$ cat config.mk
export PLATFORM = sky130hd
export DESIGN_NAME = chopper_timer_sequencer
export DESIGN_NICKNAME = d
export VERILOG_FILES = /design/src/rtl/chopper_timer_sequencer.sv
export SDC_FILE = /design/constraint.sdc
export NUM_CORES = 1
export LEC_CHECK = 0
export ABC_AREA = 1
export CELL_PAD_IN_SITES_DETAIL_PLACEMENT = 1
export CELL_PAD_IN_SITES_GLOBAL_PLACEMENT = 1
export CORE_UTILIZATION = 36
export DETAILED_ROUTE_END_ITERATION = 8
export PLACE_DENSITY_LB_ADDON = 0.05
export SLEW_MARGIN = 40
export SYNTH_ARGS = -nofsm -noshare
export SYNTH_HDL_FRONTEND = slang
export SYNTH_SLANG_ARGS = --single-unit
$ cat constraint.sdc
create_clock -name clk -period 2.35 [get_ports clk]
set_clock_uncertainty 0.1 [all_clocks]
set_input_delay 0.3525 -clock clk [delete_from_list [all_inputs] [get_ports clk]]
set_output_delay 0.3525 -clock clk [all_outputs]
set_load 0.05 [all_outputs]
$ cat src/rtl/chopper_timer_sequencer.sv
// Two-channel chopper timing sequencer: per-bridge blank, minimum on-time and fixed off-time
// countdowns, with a shared step detector on the microstep phase counter.
module chopper_timer_sequencer (
  input  logic       clk,
  input  logic       resetn,
  input  logic       enable,
  input  logic [7:0] phase_ct,
  input  logic       offtimer_en0,
  input  logic       offtimer_en1,
  input  logic [7:0] config_blank_cycles,
  input  logic [7:0] config_minon_cycles,
  input  logic [9:0] config_offtime_cycles,
  output logic [7:0] blank_timer0,
  output logic [7:0] blank_timer1,
  output logic [7:0] minimum_on_timer0,
  output logic [7:0] minimum_on_timer1,
  output logic [9:0] off_timer0,
  output logic [9:0] off_timer1,
  output logic [1:0] chop_state0,
  output logic [1:0] chop_state1
);

  typedef enum logic [1:0] {
    IDLE  = 2'd0,
    BLANK = 2'd1,
    ON    = 2'd2,
    OFF   = 2'd3
  } chop_state_t;

  logic [7:0]  phase_q;
  logic        step;
  logic [1:0]  offtimer_en;
  chop_state_t state       [2];
  logic [7:0]  blank_timer [2];
  logic [7:0]  minon_timer [2];
  logic [9:0]  off_timer   [2];

  assign step        = (phase_ct != phase_q);
  assign offtimer_en = {offtimer_en1, offtimer_en0};

  // Tracks phase_ct in reset as well, so leaving reset never looks like a step.
  always_ff @(posedge clk) begin
    phase_q <= phase_ct;
  end

  always_ff @(posedge clk) begin
    for (int ch = 0; ch < 2; ch++) begin
      // NOTE: the timer arrays are ordinary flops, so they get an explicit reset like any other state.
      if (!resetn || !enable) begin
        state[ch]       <= IDLE;
        blank_timer[ch] <= 8'd0;
        minon_timer[ch] <= 8'd0;
        off_timer[ch]   <= 10'd0;
      end else begin
        // NOTE: non-blocking, last assignment wins; the reloads below override this default decrement.
        minon_timer[ch] <= (minon_timer[ch] != 8'd0) ? minon_timer[ch] - 8'd1 : 8'd0;
        case (state[ch])
          IDLE: begin
            state[ch]       <= BLANK;
            blank_timer[ch] <= config_blank_cycles;
            minon_timer[ch] <= config_minon_cycles;
            off_timer[ch]   <= 10'd0;
          end
          BLANK: begin
            if (step) begin
              blank_timer[ch] <= config_blank_cycles;
              minon_timer[ch] <= config_minon_cycles;
            end else if (blank_timer[ch] == 8'd0) begin
              state[ch] <= ON;
            end else begin
              blank_timer[ch] <= blank_timer[ch] - 8'd1;
            end
          end
          ON: begin
            // A step outranks an off request; a zero off-time disables the request entirely.
            if (step) begin
              state[ch]       <= BLANK;
              blank_timer[ch] <= config_blank_cycles;
              minon_timer[ch] <= config_minon_cycles;
            end else if (offtimer_en[ch] && (config_offtime_cycles != 10'd0)) begin
              state[ch]     <= OFF;
              off_timer[ch] <= config_offtime_cycles;
            end
          end
          OFF: begin
            // Steps are not looked at here; the blank reload at expiry absorbs them.
            if (off_timer[ch] <= 10'd1) begin
              state[ch]       <= BLANK;
              off_timer[ch]   <= 10'd0;
              blank_timer[ch] <= config_blank_cycles;
              minon_timer[ch] <= config_minon_cycles;
            end else begin
              off_timer[ch] <= off_timer[ch] - 10'd1;
            end
          end
          default: state[ch] <= IDLE;
        endcase
      end
    end
  end

  assign blank_timer0      = blank_timer[0];
  assign blank_timer1      = blank_timer[1];
  assign minimum_on_timer0 = minon_timer[0];
  assign minimum_on_timer1 = minon_timer[1];
  assign off_timer0        = off_timer[0];
  assign off_timer1        = off_timer[1];
  assign chop_state0       = state[0];
  assign chop_state1       = state[1];

endmodule

# [Yosys cells after proc, flatten, opt, wreduce, memory -nomap -nowiden]
# Memories as Yosys holds them, arrays and structs flattened.
# Index checks and enable logic that the tools add are counted.
[classes] add_sub_neg=6 magnitude_cmp=2 eq_ne=7 n_mux=108 bitwise_logic=38 n_reduce_logical=12
[ops] operator="8-bit 2-to-1 mux" n=22
[ops] operator="10-bit 2-to-1 mux" n=8
[ops] operator="1-bit 2-to-1 mux" n=68
[ops] operator="1-bit OR" n=38
[ops] operator="8-bit by 1-bit subtractor with 8-bit output (second input constant)" n=4
[ops] operator="10-bit by 1-bit <= comparator with 1-bit output (second input constant)" n=2
[ops] operator="2-bit 2-to-1 mux" n=10
[ops] operator="10-bit by 1-bit subtractor with 10-bit output (second input constant)" n=2
[ops] operator="8-bit logical NOT" n=2
[ops] operator="8-bit nonzero test" n=2
[ops] operator="10-bit nonzero test" n=1
[ops] operator="2-bit equality test (second input constant)" n=4
[ops] operator="8-bit != test" n=1
[ops] operator="2-bit by 1-bit equality test with 1-bit output (second input constant)" n=2
[ops] operator="2-bit logical NOT" n=2
[ops] operator="1-bit logical AND" n=2
[ops] operator="1-bit logical NOT" n=2
[ops] operator="1-bit logical OR" n=1
[word_totals] register_bits=8 mem_bits_rw=56 in_bits=39 output_inout_bits=56 wordCells=178 n_memories=4
[mem_list] memory="off_timer" depth=2 word_bits=10 read_ports=2 rd_clocked_by_memory_dff=0 wr=2 line="36" rtl="logic [9:0] off_timer [2];"
[mem_list] memory="blank_timer" depth=2 word_bits=8 read_ports=2 rd_clocked_by_memory_dff=0 wr=2 line="34" rtl="logic [7:0] blank_timer [2];"
[mem_list] memory="minon_timer" depth=2 word_bits=8 read_ports=2 rd_clocked_by_memory_dff=0 wr=2 line="35" rtl="logic [7:0] minon_timer [2];"
[mem_list] memory="state" depth=2 word_bits=2 read_ports=2 rd_clocked_by_memory_dff=0 wr=2 line="33" rtl="chop_state_t state [2];"

# [Depth between registers and ports, before layout]
# Gate-level depths: netlist (run 1).
[logic_depth] ltp_word=10 depth_mapped=13 ltp_nobuf=12

# [Worst setup path before layout (run 1)]
# OpenSTA, ideal clock, no wires.
[synth_path] path_type="reg-to-reg" startpoint="mem off_timer[1][0]" endpoint="mem blank_timer[1][0], enable pin" t_arrival_ns=1.930 required_time_ns=1.948 path_slack_ns=0.018 path_stages_with_launch=11 n_path_buf=0 path_cell_list="edfxtp_1 > inv_1 > ha_1 > o211ai_1 > nor3_2 > inv_1 > nand2_2 > nor2_4 > nand2_2 > inv_2 > nand2_1"
[synth_lines] element="start: declaration" line="36"
[synth_lines] element="end: declaration" line="34"

==> results.json, run 1 <==
{
  "status": "finished, final reports clean",
  "wl_mm": 11.5,
  "reg2reg_from": "off_timer[1][4]",
  "hold_path_class": "in2reg",
  "wire_per_inst_um": 14.4,
  "ant_nets": 0,
  "dr.pass1.iters": 4,
  "vias": 3842,
  "clock_path_buffers": 2,
  "path_depth": 1,
  "coreArea_um2": 10800,
  "cts_hold_buf": 0,
  "critPathRequiredTime_ns": 1.90,
  "worst-path-buf-inv": 1,
  "cp_top_family": "buffers and inverters",
  "setup_viol": 0,
  "drc": 0,
  "grt_max_degree": 15,
  "drt_iter0_markers": 140,
  "die_area_um2": 11500,
  "post-place-cells": 783,
  "seq_area_frac_synth_pct": 44.0,
  "reg2reg_slack_ns": 0.24,
  "final_common_cell": "nand2_1",
  "path_clk_slew_ns": 0.07,
  "die_w_um": 107,
  "gr-total-overflow": 0,
  "synth_warnings": 0,
  "synth_top_area_share_pct": 36.0,
  "numPortBuffers": 94,
  "cellPowerDensity_nw_per_um2": 601,
  "timing.setup.tns_ns": 0,
  "layout_common_cells": "nand2_1 (148), clkdlybuf4s50_1 (94), nor2_1 (77)",
  "slowest_stage": "clkdlybuf4s50_1",
  "crit_end": "chop_state1[0]",
  "initial_core_util_pct": 36.9,
  "ys_ff_latch": 64,
  "crit_fanout": 5,
  "syn2layout_area_growth_pct": 38.5,
  "period_share_pct": 90.0,
  "p_leak_nw": 2.57,
  "cp_cell_sequence": "clkdlybuf4s50_1",
  "insertedDiodeCount": 0,
  "cp-startpoint": "state[1][0]",
  "rsz0062_at_grt": "false",
  "r2r_cells": 10,
  "worst_slack_ns": 0.236,
  "grt_pass1_vias": 4094,
  "maxSlewViolCount": 0,
  "nets": 705,
  "cts_made_buffers": 9,
  "worstSetupEndpointType": "primary output",
  "htree_levels": 3,
  "gp_congestion": 0.811,
  "worst_setup_path_start_kind": "register",
  "ioPinCount": 95,
  "ir_drop_mv": 0.359,
  "synth.top_cells.by_area": "edfxtp_1 (36%), nand2_1 (14%), dfxtp_1 (8.0%)",
  "cts_tree": "yes",
  "detailedPlacementHpwl_mm": 9.24,
  "via_per_inst": 4.81,
  "clk_latency_ns": 0.35,
  "fin_cells": 799,
  "place_ws_ns": -0.0874,
  "layout-drive-gt1-share_pct": 10.0,
  "synth_ff_type": "edfxtp_1",
  "fillerInstances": 1362,
  "synthCells": 519,
  "critical_path_class": "reg2out",
  "syn_area_um2": 4000,
  "grt_usage_pct": 21.7,
  "fin_crit_ns": 2.11,
  "max_cap_viol_count": 0,
  "cts_root_buf": "clkbuf_8",
  "synth-edff-count": 48,
  "async_flop_share_pct": 0,
  "cts_num_sinks": 64,
  "grt_pass1_wl_mm": 19.5,
  "tightest_slew_ns": 0.517,
  "syn_avg_cell_area_um2": 7.71,
  "critPathMaxStageDelay_ns": 0.86,
  "ys_types": 40,
  "arrival_ns": 1.66,
  "synth_area_leader_cell": "edfxtp_1",
  "rows": 38,
  "reg2reg_to": "blank_timer[1][2]",
  "slew_headroom_pct": 65.4,
  "hold_viol_final": 0,
  "antenna_found_initial": 0,
  "fmax_ghz": 0.473,
  "die_y_um": 107
}
-- power breakdown --
group / internal (mW) / leakage [nW] / switching [mW] / total, mW
Sequential: 1.31 / 0.678 / 0.0996 / 1.41
Combinational: 0.418 / 1.81 / 0.693 / 1.11
Clock: 0.372 / 0.0843 / 0.435 / 0.807
Total: 2.10 / 2.57 / 1.23 / 3.33
-- through the flow --
| stage | utilization [%] | power (mW) | hold WS (ns) | cell area [um^2] |
|---|---|---|---|---|
| CTS | 51.1 | 3.37 | 0.378 | 5540 |
| global placement | 49.7 | 2.52 | 0.440 | 5380 |
| global route | 51.1 | 3.53 | 0.397 | 5540 |
| floorplan | - | 2.15 | 0.280 | 4030 |
| finish | 51.1 | 3.33 | 0.393 | 5540 |
| detailed placement | 49.7 | 2.55 | 0.460 | 5380 |
-- synth_stat cells (2+ instances only) --
cell type  count
nand3_1       15
nand3_2        2
nand2_1      148
o22ai_1        8
o32ai_1        2
nor2_2         3
o21ai_0       20
inv_1         70
nand2_2        4
nor2_1        77
nor3_2         2
buf_6          2
nand3b_1       2
nor2_4         4
edfxtp_1      48
ha_1          12
xor2_1        13
xnor2_1       18
o21ai_1        2
nor3_1        10
nand4_1       11
a21oi_1        9
inv_2          5
dfxtp_1       16
-- cell families (layout without fill, tap and decap cells) --
kind of cell	Yosys count	in the layout	synth area share [%]
compound gates	46	46	6.53
xor+xnor	31	31	6.78
fa+ha+maj	12	12	3.75
buf+inv	81	214	8.06
flops	64	64	44.0
other cells	1	8	0.0937
simple gates	284	284	30.8
-- final cells by class --
type	count	area (um^2)	area share [%]
tap	140	175	3.16
clock buffer	11	131	2.37
sequential	64	1760	31.8
timing repair buffer	122	1210	21.9
inverter	76	288	5.19
clock inverter	5	23.8	0.429
multi-input combinational	381	1950	35.2
-- registers in the layout, summed over array words and instances, names as in the netlist --
name	cells
minon_timer	16
phase_q	8
state	4
blank_timer	16
off_timer	20
-- metal layers --
layer | GRT usage, % | routed length (um)
met5 | 0 | 0
met3 | 4.60 | 445
met2 | 38.0 | 5780
met4 | 6.75 | 151
met1 | 26.7 | 5140
-- how the worst min path moves through the flow --
stage | slack [ns] | to | startpoint | cells after the start
6_report | 0.39 | phase_q[7] | phase_ct[7] | 1
5_1_grt | 0.40 | phase_q[7] | phase_ct[7] | 1
4_1_cts | 0.38 | phase_q[6] | phase_ct[6] | 1
3_5_place_dp | 0.46 | minon_timer[0][0] | minon_timer[0][0] | 3
3_3_place_gp | 0.44 | minon_timer[0][0] | minon_timer[0][0] | 3
2_1_floorplan | 0.28 | phase_q[0] | phase_ct[0] | 0
-- repair_timing --
action / in CTS / in global routing
setup endpoints to repair: 0 / 6
gates resized for setup: 0 / 1
setup buffers: 0 / 0
Note: power is estimated with default switching activity, not from simulation.
==> inputs of run 2 (changes only) <==
--- a/config.mk
+++ b/config.mk
@@ -9,6 +9,7 @@
 export CELL_PAD_IN_SITES_DETAIL_PLACEMENT = 1
 export CELL_PAD_IN_SITES_GLOBAL_PLACEMENT = 1
 export CORE_UTILIZATION = 36
+export CTS_CLUSTER_DIAMETER = 120
 export DETAILED_ROUTE_END_ITERATION = 8
 export PLACE_DENSITY_LB_ADDON = 0.05
 export SLEW_MARGIN = 40
==> results of run 2 <==
Same layout as run 1: the final DEF is identical, and so are final timing and power.
==> inputs of run 3 (changes only) <==
==> constraint.sdc (replaced) <==
create_clock -name clk -period 2.2 [get_ports clk]
set_clock_uncertainty 0.1 [all_clocks]
set_input_delay 0.33 -clock clk [delete_from_list [all_inputs] [get_ports clk]]
set_output_delay 0.33 -clock clk [all_outputs]
set_load 0.02 [all_outputs]
==> run 3 against run 2 <==
Net effect: sequential power up 7%; via count increased by 1.1%; die area stayed put; first-iteration DRC count is 1.4% lower; setup slack got worse by 0.085 ns; cell area increased by 2.7%; register-to-register slack lost 0.09 ns; clock power up 15%; largest power group unchanged; global-route usage grew 0.56 points; count of clock-buffer cells in the layout is 5 higher; worst hold slack worse by 0.020 ns; sequential share of layout area is 0.84 points lower; critical endpoint is now blank_timer[1][2].
==> results.json, run 3 (synthesis gave the netlist of run 1 again) <==
{
  "status": "finished, final reports clean",
  "cts_hold_buf": 0,
  "grt_usage_pct": 22.3,
  "crit_fanout": 8,
  "max_cap_viol_count": 0,
  "path_clk_slew_ns": 0.07,
  "cp_cell_sequence": "inv_2 -> ha_4 -> o211ai_1 -> nor3_2 -> inv_1 -> nand2_2 -> nor2_4 -> nand2_2 -> inv_2 -> nand2_2 -> buf_12",
  "reg.largest.list": "off_timer x20, blank_timer x16, minon_timer x16",
  "hold_viol_final": 0,
  "rsz0062_at_grt": "false",
  "htree_levels": 3,
  "ir_drop_mv": 0.310,
  "cts_num_sinks": 64,
  "die_y_um": 107,
  "numPortBuffers": 94,
  "critPathMaxStageDelay_ns": 0.47,
  "insertedDiodeCount": 0,
  "p_leak_nw": 2.65,
  "wire_per_inst_um": 14.6,
  "rows": 38,
  "vias": 3886,
  "syn2layout_area_growth_pct": 42.3,
  "cp_top_family": "simple AND/OR/NAND/NOR gates",
  "final_common_cell": "nand2_1",
  "layout-drive-gt1-share_pct": 12.5,
  "critical_path_class": "reg2reg",
  "clock_path_buffers": 2,
  "arrival_ns": 2.02,
  "cp_common_cell": "nand2_2",
  "initial_core_util_pct": 36.9,
  "via_per_inst": 4.77,
  "nets": 720,
  "grt_max_degree": 16,
  "slowest_stage": "edfxtp_1",
  "ant_nets": 0,
  "largest_reg_flops": 20,
  "wl_mm": 11.9,
  "cts_made_buffers": 9,
  "period_share_pct": 93.1,
  "top_register": "off_timer",
  "place_ws_ns": -0.185,
  "grt_pass1_wl_mm": 19.6,
  "cts_root_buf": "clkbuf_8",
  "maxSlewViolCount": 0,
  "cellPowerDensity_nw_per_um2": 608,
  "fin_crit_ns": 2.05,
  "worstSetupEndpointType": "register",
  "setup_viol": 0,
  "die_w_um": 107,
  "drc": 0,
  "gp_congestion": 0.839,
  "worst_setup_path_start_kind": "register",
  "fmax_ghz": 0.488,
  "worst-path-buf-inv": 4,
  "detailedPlacementHpwl_mm": 9.53,
  "ioPinCount": 95,
  "worst_slack_ns": 0.151,
  "antenna_found_initial": 0,
  "cts_tree": "yes",
  "gr-total-overflow": 0,
  "reg2reg_slack_ns": 0.15,
  "hold_path_class": "in2reg",
  "die_area_um2": 11500,
  "layout_common_cells": "nand2_1 (147), clkdlybuf4s50_1 (94), nor2_1 (75)",
  "grt_pass1_vias": 4142,
  "critPathRequiredTime_ns": 2.17,
  "drt_iter0_markers": 138,
  "coreArea_um2": 10800,
  "clk_latency_ns": 0.35,
  "p_total_mw": 3.46,
  "dr.pass1.iters": 4
}
[run 3: final cells by class]
type	count	area, um^2
Clock buffer	16	170
Fill cell	1360	5140
Tap cell	140	175
Sequential cell	64	1760
Multi-Input combinational cell	381	1970
Inverter	76	288
Timing Repair Buffer	137	1330
[run 3: worst register-to-register path: stages (launching register included)]
cell      delay [ns]
edfxtp_1        0.47
inv_2           0.13
ha_4            0.15
o211ai_1        0.14
nor3_2          0.24
inv_1           0.08
nand2_2         0.09
nor2_4          0.05
nand2_2         0.07
inv_2           0.04
nand2_2         0.07
buf_12          0.12
[run 3: layer usage]
layer  vias to the layer above  global-route usage, %  share of wire (%)
li1                       1958                      -                  -
met1                      1832                   26.1                 44
met2                        76                   40.0                 51
met3                        20                   3.51                3.6
met4                         0                   9.98                2.2
met5                         -                      0                  0
[run 3: where the power goes]
group | leakage [nW] | internal [mW] | switching (mW)
registers | 0.678 | 1.40 | 0.106
clock network | 0.0850 | 0.474 | 0.451
logic | 1.89 | 0.470 | 0.559
total | 2.65 | 2.35 | 1.12
[run 3: timing repair]
action                                  4_1_cts  5_1_grt
setup buffers                                 0        2
gates resized for setup                       0        8
endpoints found under the setup margin        0       21
[run 3: path summary, 6_finish.rpt]
check	start	end	cells past startpoint
worst max-delay path	off_timer[1][0]	blank_timer[1][2]	11
worst min-delay path	phase_ct[7]	phase_q[7]	1
worst max register to register	off_timer[1][0]	blank_timer[1][2]	11
worst min register to register	minon_timer[0][0]	minon_timer[0][0]	3
[run 3: stage by stage]
stage	hold WS, ns	area (um^2)	setup TNS [ns]	util (%)	std cells
2_1_floorplan	0.258	4030	0	-	526
3_5_place_dp	0.482	5480	-9.70	50.6	796
4_1_cts	0.353	5650	0	52.1	812
5_1_grt	0.366	5700	0	52.5	814
3_3_place_gp	0.437	5480	-4.23	50.6	796
6_report	0.373	5700	0	52.5	814
